## config.mk

```make
export PLATFORM = sky130hd
export DESIGN_NAME = game_mode_controller
export DESIGN_NICKNAME = d
export VERILOG_FILES = /design/src/rtl/game_mode_controller.sv
export SDC_FILE = /design/constraint.sdc
export NUM_CORES = 1
export LEC_CHECK = 0
export CELL_PAD_IN_SITES_DETAIL_PLACEMENT = 1
export CELL_PAD_IN_SITES_GLOBAL_PLACEMENT = 2
export CORE_MARGIN = 10
export CORE_UTILIZATION = 35
export DETAILED_ROUTE_END_ITERATION = 16
export PLACE_DENSITY = 0.77
export SLEW_MARGIN = 20
export SYNTH_ARGS = -nofsm -noshare
export SYNTH_HDL_FRONTEND = slang
export SYNTH_SLANG_ARGS = --single-unit
```

## constraint.sdc

```tcl
create_clock -name clock -period 2.7 [get_ports clock]
set_input_delay 0.54 -clock clock [delete_from_list [all_inputs] [get_ports clock]]
set_output_delay 0.54 -clock clock [all_outputs]
set_load 0.01 [all_outputs]
```

## src/rtl/game_mode_controller.sv

```systemverilog
// Pong gameplay sequencer (MENU/SERVE/PLAY/PAUSE/GAME_OVER), score keeper and key debouncer; optional PAUSE state via PAUSE_EN.
// Latency: key to press pulse is 2 sync + DEBOUNCE_CYCLES samples; a press or point changes the registered outputs one edge later.
// Backpressure: none; point pulses and key presses are consumed the cycle they arrive or dropped when the state ignores them.
`timescale 1ns/1ps

module game_mode_controller #(
    parameter int DEBOUNCE_CYCLES = 500000,
    parameter int SERVE_DELAY     = 25000000,
    parameter int SCORE_WIDTH     = 4,
    parameter int WIN_SCORE       = 9
) (
    input  logic                   clock,
    input  logic                   reset,
    input  logic                   keyPlay,
    input  logic                   keyMenu,
    input  logic [1:0]             pointScored,
    output logic                   gameEnable,
    output logic                   gameReset,
    output logic [2:0]             stateCode,
    output logic [SCORE_WIDTH-1:0] scoreLeft,
    output logic [SCORE_WIDTH-1:0] scoreRight,
    output logic [1:0]             winner,
    output logic                   serveDir
);

    localparam int DB_W  = (DEBOUNCE_CYCLES > 2) ? $clog2(DEBOUNCE_CYCLES) : 1;
    localparam int SRV_W = $clog2(SERVE_DELAY + 1);

    localparam logic [DB_W-1:0]        DB_LAST  = DB_W'(DEBOUNCE_CYCLES - 1);
    localparam logic [SRV_W-1:0]       SRV_LAST = SRV_W'(SERVE_DELAY - 1);
    localparam logic [SCORE_WIDTH-1:0] WIN_VAL  = SCORE_WIDTH'(WIN_SCORE);
    localparam logic [SCORE_WIDTH-1:0] ONE      = SCORE_WIDTH'(1);

    typedef enum logic [2:0] {
        MENU      = 3'd0,
        SERVE     = 3'd1,
        PLAY      = 3'd2,
        PAUSE     = 3'd3,
        GAME_OVER = 3'd4
    } state_t;

    // Index 0 is the play key, index 1 the menu key.
    logic [1:0]      key_raw;
    logic [1:0]      key_sync1;
    logic [1:0]      key_sync2;
    logic [1:0]      key_level;
    logic [1:0]      key_press;
    logic [DB_W-1:0] db_cnt [2];

    logic play_press;
    logic menu_press;

    state_t                 state;
    state_t                 state_nxt;
    logic [SRV_W-1:0]       serve_cnt;
    logic [SRV_W-1:0]       serve_cnt_nxt;
    logic [SCORE_WIDTH-1:0] score_l;
    logic [SCORE_WIDTH-1:0] score_l_nxt;
    logic [SCORE_WIDTH-1:0] score_r;
    logic [SCORE_WIDTH-1:0] score_r_nxt;
    logic [1:0]             winner_q;
    logic [1:0]             winner_nxt;
    logic                   serve_dir_q;
    logic                   serve_dir_nxt;
    logic                   game_enable_q;
    logic                   game_reset_q;

    assign key_raw = {keyMenu, keyPlay};

    // Level follows the synchronised key once it has disagreed for DEBOUNCE_CYCLES
    // consecutive samples; the press pulse fires only on the released-to-pressed flip.
    for (genvar k = 0; k < 2; k++) begin : g_debounce
        always_ff @(posedge clock or posedge reset) begin
            if (reset) begin
                key_sync1[k] <= 1'b1;
                key_sync2[k] <= 1'b1;
                key_level[k] <= 1'b1;
                key_press[k] <= 1'b0;
                db_cnt[k]    <= '0;
            end else begin
                key_sync1[k] <= key_raw[k];
                key_sync2[k] <= key_sync1[k];
                key_press[k] <= 1'b0;
                if (key_sync2[k] == key_level[k]) begin
                    db_cnt[k] <= '0;
                end else if (db_cnt[k] == DB_LAST) begin
                    key_level[k] <= key_sync2[k];
                    key_press[k] <= key_level[k];
                    db_cnt[k]    <= '0;
                end else begin
                    db_cnt[k] <= db_cnt[k] + 1'b1;
                end
            end
        end
    end

    assign play_press = key_press[0];
    assign menu_press = key_press[1];

    always_ff @(posedge clock or posedge reset) begin
        if (reset) begin
            state         <= MENU;
            serve_cnt     <= '0;
            score_l       <= '0;
            score_r       <= '0;
            winner_q      <= 2'b00;
            serve_dir_q   <= 1'b0;
            game_enable_q <= 1'b0;
            game_reset_q  <= 1'b1;
        end else begin
            state         <= state_nxt;
            serve_cnt     <= serve_cnt_nxt;
            score_l       <= score_l_nxt;
            score_r       <= score_r_nxt;
            winner_q      <= winner_nxt;
            serve_dir_q   <= serve_dir_nxt;
            game_enable_q <= (state_nxt == PLAY);
            game_reset_q  <= (state_nxt == MENU);
        end
    end

    always_comb begin
        state_nxt     = state;
        serve_cnt_nxt = '0;
        score_l_nxt   = score_l;
        score_r_nxt   = score_r;
        winner_nxt    = winner_q;
        serve_dir_nxt = serve_dir_q;

        case (state)
            MENU: begin
                if (!menu_press && play_press) begin
                    state_nxt = SERVE;
                end
            end

            SERVE: begin
                if (menu_press) begin
                    state_nxt = MENU;
                end else if (serve_cnt == SRV_LAST) begin
                    state_nxt = PLAY;
                end else begin
                    serve_cnt_nxt = serve_cnt + 1'b1;
                end
            end

            PLAY: begin
                // A point landing with a pause press is still scored; pause is dropped.
                if (menu_press) begin
                    state_nxt = MENU;
                end else if (pointScored == 2'b01) begin
                    score_l_nxt   = score_l + ONE;
                    serve_dir_nxt = 1'b1;
                    if (score_l_nxt == WIN_VAL) begin
                        state_nxt  = GAME_OVER;
                        winner_nxt = 2'b01;
                    end else begin
                        state_nxt = SERVE;
                    end
                end else if (pointScored == 2'b10) begin
                    score_r_nxt   = score_r + ONE;
                    serve_dir_nxt = 1'b0;
                    if (score_r_nxt == WIN_VAL) begin
                        state_nxt  = GAME_OVER;
                        winner_nxt = 2'b10;
                    end else begin
                        state_nxt = SERVE;
                    end
                end else if (pointScored == 2'b11) begin
                    state_nxt = SERVE;
                end
`ifdef PAUSE_EN
                else if (play_press) begin
                    state_nxt = PAUSE;
                end
`endif
            end

`ifdef PAUSE_EN
            PAUSE: begin
                if (menu_press) begin
                    state_nxt = MENU;
                end else if (play_press) begin
                    state_nxt = PLAY;
                end
            end
`endif

            GAME_OVER: begin
                if (menu_press) begin
                    state_nxt = MENU;
                end else if (play_press) begin
                    state_nxt     = SERVE;
                    score_l_nxt   = '0;
                    score_r_nxt   = '0;
                    winner_nxt    = 2'b00;
                    serve_dir_nxt = 1'b0;
                end
            end

            default: begin
                state_nxt = MENU;
            end
        endcase

        // Scores read zero on the very first cycle shown in MENU.
        if (state_nxt == MENU) begin
            score_l_nxt = '0;
            score_r_nxt = '0;
            winner_nxt  = 2'b00;
        end
    end

    assign stateCode  = state;
    assign gameEnable = game_enable_q;
    assign gameReset  = game_reset_q;
    assign scoreLeft  = score_l;
    assign scoreRight = score_r;
    assign winner     = winner_q;
    assign serveDir   = serve_dir_q;

endmodule

```

==> results_dict.tcl <==
set metrics [dict create \
    finalCriticalPeriod_ns 2.39 \
    p_switching_w 0.000669 \
    place.gp.congestion 0.769 \
    cts_tree "built" \
    placed_cells 653 \
    num_io_pins 22 \
    yosys.area.top_type "dfrtp_1" \
    ys_types 52 \
    multi_input_area_sq_um 2140 \
    hold_path_class "reg -> reg" \
    grtUsageTotal_pct 11.6 \
    synth_mux_area_share_pct 0.726 \
    hpwl_mm 6.88 \
    vias 3371 \
    period_share_pct 88.4 \
    ys_dominant_reg_cell "dfrtp_1" \
    clkPwrFrac_pct 43.2 \
    crit_fanout 12 \
    antenna_found_initial 0 \
    synthesis.nets 485 \
    rr_worst_depth 6 \
    critPathKind "in -> reg" \
    async_reset_ff_share_pct 100 \
    synth_top_area_share_pct 44.7 \
    finalWirelength_mm 9.93 \
    post_cts_buffers 0 \
    vdd_ir_drop_max_mv 0.266 \
    grt_pass1_vias 3551 \
    die_h_microns 133 \
    clock_path_buffers 2 \
    placed_area_sq_um 4890 \
    synth_warnings 0 \
    rows 41 \
    h-tree-depth 3 \
    final_cells 669 \
    first_pass_iters 4 \
    cp-end-kind "flip-flop" \
    hold_viol_final 0 \
    drv_cap 0 \
    fin_hold_ws_ns 0.360 \
    internal-power_w 0.00204 \
    numPortBuffers 21 \
    insertion_delay_ns 0.34 \
    final-setup-viol-count 0 \
    switching_share_pct 24.7 \
    syn2layout_area_growth_pct 15.3 \
    cts_hold_buf 0 \
    combPwrFrac_pct 5.9 \
    via_per_inst 5.04 \
    synthAdderAreaFrac_pct 2.79 \
    worstHoldPathCells 0 \
    synth_xor_area_share_pct 11.5 \
    fin_nets 508 \
    yosysSeqAreaShare_pct 48.8 \
    antenna_cells 0 \
    grt_pass1_wl_mm 17.4 \
    outcome "finished, final reports clean" \
    cts.sinks 87 \
    synth_compound_area_share_pct 5.92 \
    synth_top_family_by_area "simple AND/OR/NAND/NOR gates" \
    crit_arrival_ns 2.62 \
    seq_area_sq_um 2190 \
    synthCells 469 \
    critPathRequiredTime_ns 2.94 \
    die_w_microns 133 \
    crit_path_start_kind "input port" \
    rsz0062_at_grt "false" \
    tightestPinTransition_ns 0.627 \
    wl_per_cell_microns 14.8 \
    cts.clk_slew.worst_paths_ns 0.07 \
    skew_ns 0.0119 \
    synth-simple-area-share_pct 26.9 \
    slew_headroom_pct 57.6 \
    drive_above_1_share_pct 8.45 \
    start_util_pct 35.6 \
    report.power.total_w 0.00271 \
    synth_area_sq_um 4480 \
    grt_max_degree 88 \
    fmax_mhz 419 \
    fin_tns_setup_ns 0 \
    drc 0 \
    seqPwrFrac_pct 50.9 \
    synth_seq_cells 87 \
    avgSynthCellArea_sq_um 9.55 \
    cts_made_buffers 9 \
    layout_common_cells "nor2_1, dfrtp_1, xnor2_1" \
    finalMaxSlewViolations 0 \
    cts_root_buf "clkbuf_16" \
    final_common_cell "nor2_1" \
    cts_resized 0 \
    fill_cells 1459 \
    pwr_density_cell_nw_per_um2 524 \
    grt-ovfl-total 0 \
    synth_edf_count 0 \
    dieArea_sq_um 17700 \
    final_area_sq_um 5170 \
    drtIter0Drc 199 \
    core_area_sq_um 12600 \
    yosys-top-cells-area "dfrtp_1, nor2_1, xnor2_1" \
    p_leak_nw 2.05 \
    ant_nets 0 \
]
per-layer routing:
| layer | global-route usage, % | wire, microns |
|---|---|---|
| met2 | 18.5 | 4590 |
| met3 | 2.07 | 267 |
| met1 | 15.2 | 4870 |
| met4 | 5.08 | 202 |
| met5 | 0 | 0 |
power groups by stage:
stage	Sequential, W	Combinational [W]	Clock, W
3_3_place_gp	0.00140	0.000158	0
3_5_place_dp	0.00140	0.000165	0
2_1_floorplan	0.00140	0.000116	0
6_report	0.00138	0.000159	0.00117
4_1_cts	0.00138	0.000167	0.00121
5_1_grt	0.00138	0.000190	0.00126
layout make-up:
| cell class | instances | area share [%] |
|---|---|---|
| Sequential cell | 87 | 42.3 |
| Multi-Input combinational cell | 346 | 41.5 |
| Timing Repair Buffer | 26 | 5.04 |
| Clock buffer | 11 | 4.50 |
| Tap cell | 172 | 4.17 |
| Inverter | 22 | 1.67 |
| Clock inverter | 5 | 0.823 |
flip-flops by register name, summed over array words and instances (netlist names), 2 cells and up:
signal,count
scoreRight,4
db_cnt,38
key_sync2,2
scoreLeft,4
serve_cnt,25
key_level,2
stateCode,3
key_sync1,2
winner,2
path summary, 6_finish.rpt:
check | start | endpoint | slack, ns
max in group asynchronous | reset | gameReset | 1.64
worst max register to register | db_cnt[29] | db_cnt[34] | 0.47
worst max-delay path | pointScored[0] | scoreLeft[0] | 0.31
worst min register to register | key_sync1[1] | key_sync2[1] | 0.36
min in group asynchronous | reset | db_cnt[29] | 0.68
worst min-delay path | key_sync1[1] | key_sync2[1] | 0.36
critical path, stage by stage:
cell             delay (ns)
clkdlybuf4s50_1        0.46
inv_1                  0.08
ha_1                   0.24
nand4_1                0.12
a21oi_1                0.29
a21oi_1                0.12
a211o_1                0.47
a221oi_1               0.29
kinds of logic (layout without fill, tap and decap cells):
kind of cell	after synthesis	after routing
mux	3	3
fa+ha+maj	10	10
compound gates	38	38
buf+inv	36	64
simple gates	236	236
flops	87	87
xor+xnor	59	59
cell usage after synthesis (all sizes together) (10+ instances only):
cell type,instances
nand2,30
a21oi,11
buf,12
xor2,21
nor2,90
inv,22
nand3,30
nor3,17
ha,10
dfrtp,80
nand4,13
xnor2,38
through the flow:
step / util [%] / worst slack [ns]
5_1_grt: 41.1 / 0.164
2_1_floorplan: - / 0.734
6_report: 41.1 / 0.312
3_3_place_gp: 38.9 / 0.0939
4_1_cts: 41.1 / 0.341
3_5_place_dp: 38.9 / -0.0160
Note: power is estimated with default switching activity, not from simulation.
